`config.mk`:
```
export PLATFORM = sky130hd
export DESIGN_NAME = fifo_wr_arbiter
export DESIGN_NICKNAME = d
export VERILOG_FILES = /design/src/rtl/fifo_pkg.sv /design/src/rtl/ptr_sync_2ff.sv /design/src/rtl/fifo_wr_arbiter.sv
export SDC_FILE = /design/constraint.sdc
export NUM_CORES = 1
export LEC_CHECK = 0
export CORE_ASPECT_RATIO = 1.1
export CORE_MARGIN = 2
export CORE_UTILIZATION = 49
export CTS_CLUSTER_DIAMETER = 120
export DETAILED_ROUTE_END_ITERATION = 6
export HOLD_SLACK_MARGIN = 0.12
export PLACE_DENSITY = 0.85
export SYNTH_ARGS = -nofsm -noshare
export SYNTH_HDL_FRONTEND = slang
export SYNTH_HIERARCHICAL = 1
export SYNTH_SLANG_ARGS = --single-unit
```
`constraint.sdc`:
```
create_clock -name wr_clk -period 3.6 [get_ports wr_clk]
set_input_delay 0.36 -clock wr_clk [delete_from_list [all_inputs] [get_ports wr_clk]]
set_output_delay 0.36 -clock wr_clk [all_outputs]
set_load 0.01 [all_outputs]
```
`src/rtl/fifo_pkg.sv`:
```
// rtl/fifo_pkg.sv - shared FIFO widths, write-arbiter states and Gray helper
package fifo_pkg;
    localparam int FIFO_NUM_REQ    = 4;
    localparam int FIFO_DATA_WIDTH = 1;
    localparam int FIFO_ADDR_WIDTH = 3;
    localparam int FIFO_DEPTH      = 1 << FIFO_ADDR_WIDTH;
    localparam int GRANT_ID_WIDTH  = 3;
    localparam int PTR_MAX_WIDTH   = 16;

    typedef enum logic {
        IDLE  = 1'b0,
        GRANT = 1'b1
    } wr_state_e;

    // Callers zero-extend into and truncate out of the fixed width.
    function automatic logic [PTR_MAX_WIDTH-1:0] bin2gray(input logic [PTR_MAX_WIDTH-1:0] bin);
        return bin ^ (bin >> 1);
    endfunction
endpackage

```
`src/rtl/ptr_sync_2ff.sv`:
```
// rtl/ptr_sync_2ff.sv - two-flop synchroniser for Gray-coded pointers
module ptr_sync_2ff #(
    parameter int WIDTH = 4
) (
    input  logic             clk,
    input  logic             reset,
    input  logic [WIDTH-1:0] d,
    output logic [WIDTH-1:0] q
);
    logic [WIDTH-1:0] meta;

    always_ff @(posedge clk or posedge reset) begin
        if (reset) begin
            meta <= '0;
            q    <= '0;
        end else begin
            meta <= d;
            q    <= meta;
        end
    end
endmodule

```
`src/rtl/fifo_wr_arbiter.sv`:
```
// rtl/fifo_wr_arbiter.sv - round-robin burst-locked write port arbiter with Gray pointers and full
module fifo_wr_arbiter
    import fifo_pkg::*;
#(
    parameter int NUM_REQ       = FIFO_NUM_REQ,
    parameter int WR_DATA_WIDTH = FIFO_DATA_WIDTH,
    parameter int WR_ADDR_WIDTH = FIFO_ADDR_WIDTH,
    parameter int MEM_DEPTH     = FIFO_DEPTH
) (
    input  logic                             wr_clk,
    input  logic                             reset,
    input  logic [NUM_REQ-1:0]               req_valid,
    input  logic [NUM_REQ-1:0]               req_last,
    input  logic [NUM_REQ*WR_DATA_WIDTH-1:0] req_data,
    output logic [NUM_REQ-1:0]               req_ready,
    input  logic [WR_ADDR_WIDTH:0]           rd_ptr_gray,
    output logic                             wr_en,
    output logic [WR_ADDR_WIDTH-1:0]         wr_addr,
    output logic [WR_DATA_WIDTH-1:0]         wr_data,
    output logic [WR_ADDR_WIDTH:0]           wr_ptr_gray,
    output logic                             full,
    output logic                             grant_valid,
    output logic [GRANT_ID_WIDTH-1:0]        grant_id
);
    localparam int A  = WR_ADDR_WIDTH;
    localparam int PW = WR_ADDR_WIDTH + 1;

    if (MEM_DEPTH != (1 << WR_ADDR_WIDTH)) begin : g_depth_check
        $error("MEM_DEPTH must equal 2**WR_ADDR_WIDTH");
    end
    if (NUM_REQ < 2 || NUM_REQ > 8) begin : g_req_check
        $error("NUM_REQ must be in 2..8");
    end

    wr_state_e                 state, state_next;
    logic [2:0]                gnt, last_gnt, pick;
    logic [3:0]                cand;
    logic [7:0]                valid_ext, last_ext;
    logic [WR_DATA_WIDTH-1:0]  data_arr [8];
    logic [PW-1:0]             wr_ptr_bin, wr_ptr_bin_next, wr_ptr_gray_next;
    logic [PW-1:0]             rd_sync, full_match;
    logic                      any_valid, accept, release_gnt;

    ptr_sync_2ff #(.WIDTH(PW)) u_rd_sync (
        .clk   (wr_clk),
        .reset (reset),
        .d     (rd_ptr_gray),
        .q     (rd_sync)
    );

    // Widen per-requester vectors to 8 so a 3-bit grant index always fits.
    assign valid_ext = 8'(req_valid);
    assign last_ext  = 8'(req_last);
    assign any_valid = |req_valid;

    genvar gi;
    for (gi = 0; gi < 8; gi++) begin : g_data
        if (gi < NUM_REQ) begin : g_used
            assign data_arr[gi] = req_data[gi*WR_DATA_WIDTH +: WR_DATA_WIDTH];
        end else begin : g_unused
            assign data_arr[gi] = '0;
        end
    end

    for (gi = 0; gi < NUM_REQ; gi++) begin : g_ready
        assign req_ready[gi] = (state == GRANT) && (gnt == 3'(gi)) && !full;
    end

    assign accept      = (state == GRANT) && valid_ext[gnt] && !full;
    assign release_gnt = (state == GRANT) && (!valid_ext[gnt] || (accept && last_ext[gnt]));

    // Scan from farthest to nearest so the nearest valid requester after last_gnt wins.
    always_comb begin
        pick = last_gnt;
        cand = '0;
        for (int k = NUM_REQ; k >= 1; k--) begin
            cand = {1'b0, last_gnt} + 4'(k);
            if (cand >= 4'(NUM_REQ)) begin
                cand = cand - 4'(NUM_REQ);
            end
            if (valid_ext[cand[2:0]]) begin
                pick = cand[2:0];
            end
        end
    end

    assign wr_ptr_bin_next  = wr_ptr_bin + PW'(accept);
    assign wr_ptr_gray_next = PW'(bin2gray(PTR_MAX_WIDTH'(wr_ptr_bin_next)));
    assign full_match       = {~rd_sync[A:A-1], rd_sync[A-2:0]};

    always_ff @(posedge wr_clk or posedge reset) begin
        if (reset) begin
            state <= IDLE;
        end else begin
            state <= state_next;
        end
    end

    always_comb begin
        state_next = state;
        case (state)
            IDLE:    if (any_valid)   state_next = GRANT;
            GRANT:   if (release_gnt) state_next = IDLE;
            default: state_next = IDLE;
        endcase
    end

    always_comb begin
        grant_valid = (state == GRANT);
        grant_id    = gnt;
    end

    always_ff @(posedge wr_clk or posedge reset) begin
        if (reset) begin
            gnt      <= '0;
            last_gnt <= 3'(NUM_REQ - 1);
        end else begin
            if (state == IDLE && any_valid) begin
                gnt <= pick;
            end
            if (release_gnt) begin
                last_gnt <= gnt;
            end
        end
    end

    always_ff @(posedge wr_clk or posedge reset) begin
        if (reset) begin
            wr_en       <= 1'b0;
            wr_addr     <= '0;
            wr_data     <= '0;
            wr_ptr_bin  <= '0;
            wr_ptr_gray <= '0;
            full        <= 1'b0;
        end else begin
            wr_en <= accept;
            if (accept) begin
                wr_addr     <= wr_ptr_bin[A-1:0];
                wr_data     <= data_arr[gnt];
                wr_ptr_bin  <= wr_ptr_bin_next;
                wr_ptr_gray <= wr_ptr_gray_next;
            end
            full <= (wr_ptr_gray_next == full_match);
        end
    end
endmodule
```
==> summary.txt <==
Placed design
  • Post-DP HPWL: 2278 um
  • Gpl congestion: between 0.8 and 0.9
  • Port-buffer cells: 35

Power and ir drop
  • Clock share of power: 0.097
  • Worst VDD drop: around 500 uV
  • Leakage Power: between 0.8 and 0.9 nW
  • Pwr Density: 814.6 mW/mm^2
  • Flop pwr share: 0.356
  • Sw Share: 0.3947
  • Psw: about 0.60 mW
  • Int Pwr: between 0.9 and 1 mW
  • Comb pwr share: 0.547

STA
  • Setup tns final: 0 ns
  • FMAX: roughly 340 MHz
  • Crit path time final: between 2 and 3 ns
  • Clock skew: around 0.0038 ns
  • Final Max Tran Viols: 0
  • Hold Fails Final Rpt: 0
  • WHS: 0.2807 ns
  • Worst slew margin: 0.4914
  • Worst-Margin Slew: ~0.76 ns
  • Final setup violation count: 0
  • RSZ-0062 raised after global routing: false
  • Fin crit share: 0.8209

Floorplan
  • Initial core utilization: 0.5217
  • Core Region: 0.002828 mm^2
  • FP Rows: 20
  • Die ar.: between 0.003 and 0.004 mm^2
  • Top-Level Pins: 36
  • Die W: around 56 um
  • Die H: between 60 and 70 um

Yosys
  • Most common cell in the synthesized netlist: dfrtp_1
  • Top cells by area, synth: dfrtp_1 44%, mux4_2 6.1%, nand2_1 5.3%
  • Synth Area in Compound Gates: 0.07718
  • Seq cells post-synth: 28
  • Register area share after synthesis: 0.4767
  • Share of the synthesized area in the top cell type: 0.4411
  • Post-Syn Instances: 129
  • Main combinational cell family by area after synthesis: simple AND/OR/NAND/NOR gates
  • Top FF cell, synth: dfrtp_1
  • Post-synthesis adder-cell area fraction: 0.03393
  • Multiplexer area fraction after synthesis: 0.1340
  • Synth cell types: between 40 and 50
  • Synth warnings: 6
  • Post-synthesis xor/xnor area fraction: 0.06446
  • Avg Synthesized Cell Area: 11.44 um^2
  • Simple-gate portion of the synthesized area: 0.1662
  • Syn_nets: 151
  • Asr flop ratio synth: 1.000
  • Synth top cells by count: 26 x dfrtp_1, 21 x nand2_1, 7 x inv_1
  • Synthesized area: 0.001475 mm^2
  • Post-synth EDFFs: 0
  • Synth area leader: dfrtp_1

Worst setup path
  • R2R setup slack: 0.64 ns
  • Setup crit start: grant_id[0]
  • Slowest stage delay, CP: between 0.5 and 0.6 ns
  • Crit-path max FO: 13
  • Worst Path Arrival: about 3.2 ns
  • Most used cell, CP: ha_1
  • Crit. End Element: register
  • Reg2reg end: full
  • WS Path Type: reg -> reg
  • Worst Path Required: about 3.9 ns
  • Worst path slowest cell: dfrtp_1
  • Crit start category: register
  • Worst path cell trace: mux4_2, nand2_2, inv_2, ha_1, ha_1, xnor2_2, xnor2_1, or3_1, a22oi_1
  • Reg2reg start: grant_id[0]
  • R2R depth: 9
  • Critical Path End: full

CTS
  • CTS resizes: 0
  • Worst-skew pair later-pin latency: 0.32 ns
  • Worst-path clk slew: 0.14 ns
  • Hold_buf cts: 0
  • Clock Tree Buf Depth: 2
  • Root Driver: clkbuf_4
  • Post-CTS Setup Bufs: 0
  • CTS tree: yes
  • Clock sink count: 28
  • H-tree Lvls: 1
  • Clock buffer count from CTS: 3

Route
  • # DRC: 0
  • Pre-Repair DR Iteration Count: 4
  • Post-DRT Antenna Nets: 0
  • Routed vias: 1106
  • Total Wirelength: ~2900 um
  • Vias/cell: around 5.6
  • DR WL/cell: about 15 um
  • Starting DRT DRC Count: between 50 and 60

Global route
  • Total track usage: 0.1760
  • Total grt overflow: 0
  • Vias in the first global route: approximately 1.1k
  • First-pass GRT wire length: about 4700 um
  • Largest net degree at the start of global routing: 21
  • Initial antenna violation count: 0

Finish
  • Fill cell count: about 220
  • Layout cell share with drive strength beyond 1: 0.1288
  • NumNets Final: ~190
  • Area growth syn-to-layout: 26.29%
  • Number of diodes: 0

Outcome
  • Status: complete, no violations

Hold path
  • Hold crit path type: in -> async

Run
  • Max-Cap Viols: 0
logic make-up after synthesis:
logic type | count (synthesis)
compound gates | 14
buf+inv | 13
simple gates | 48
xor+xnor | 10
flops | 28
mux | 12
fa+ha+maj | 4
power groups by stage:
stage          sequential (mW)  combinational [mW]  clock [mW]
4_1_cts                  0.539               0.834       0.153
2_1_floorplan            0.521               0.590           0
6_report                 0.541               0.829       0.147
5_1_grt                  0.559               0.904       0.161
3_5_place_dp             0.548               0.827           0
3_3_place_gp             0.539               0.804           0
cell type report:
cell class              instances  area, um^2  area share
well taps                      33       41.29     0.02216
flip-flops and latches         28       703.2      0.3774
multi-input cells              88       701.9      0.3768
inverters                       8       30.03     0.01612
repair buffers                 35       350.3      0.1880
clock buffers                   4       36.28     0.01948
registers in the layout, indices dropped and copies added (netlist names):
register and count:
grant_id 3, u_rd_sync/meta 4, u_rd_sync/q 4, wr_data 1, grant_valid 1, wr_en 1
wr_ptr_gray 3, full 1, wr_ptr_bin 4, wr_addr 3, last_gnt 3
worst max-delay path: cells and delay by family (launching register included):
| family | cells | cell delay [ns] |
|---|---|---|
| buffers and inverters | 1 | 0.12 |
| AO/OA/AOI/OAI | 1 | 0.19 |
| multiplexers | 1 | 0.59 |
| XOR/XNOR | 2 | 0.39 |
| adder cells (fa/ha/maj) | 2 | 0.44 |
| AND/OR/NAND/NOR | 2 | 0.57 |
| flip-flops | 1 | 0.59 |
through the flow:
| step | power, mW | util | setup WS (ns) | area [um^2] | std cells |
|---|---|---|---|---|---|
| finish | 1.518 | 0.6589 | 0.6448 | 1863 | 196 |
| floorplan | 1.111 | - | 1.033 | 1475 | 129 |
| detailed placement | 1.375 | 0.6460 | 0.4373 | 1827 | 192 |
| global placement | 1.343 | 0.6460 | 0.5259 | 1827 | 192 |
| CTS | 1.526 | 0.6589 | 0.6193 | 1863 | 196 |
| global route | 1.623 | 0.6589 | 0.4557 | 1863 | 196 |
metal layers:
| layer | track usage | wire length [um] | vias up |
|---|---|---|---|
| li1 | - | - | 522 |
| met1 | 0.1890 | 1090 | 546 |
| met2 | 0.3580 | 1625 | 36 |
| met3 | 0.03151 | 139 | 2 |
| met4 | 0.05102 | 15 | 0 |
| met5 | 0 | 0 | - |
layout by cell type (no fill, tap or decap), drive strengths merged:
cell type,instances
nand3,5
a32o,1
xor2,4
nand4,1
dfrtp,26
o221ai,1
inv,8
nor4b,1
nor4,1
a22oi,2
nand2,22
o21a,1
mux2i,4
or3,2
nor3b,1
nor2b,1
clkdlybuf4s50,35
a221oi,1
nor2,5
dfstp,2
nand2b,3
and2,1
clkbuf,4
xnor2,6
mux2,3
a21boi,1
ha,4
mux4,5
o21ai,5
nor3,2
and3,2
or2,1
a2111o,1
o22a,1
how the worst min path moves through the flow:
stage	end	from	slack (ns)
floorplan	u_rd_sync/meta[0]	reset	0.18
global placement	u_rd_sync/q[0]	u_rd_sync/meta[0]	0.33
detailed placement	u_rd_sync/q[2]	u_rd_sync/meta[2]	0.34
CTS	u_rd_sync/meta[0]	reset	0.28
global route	u_rd_sync/meta[0]	reset	0.30
finish	u_rd_sync/meta[0]	reset	0.28
No activity file was read; power rests on OpenSTA's default activity.
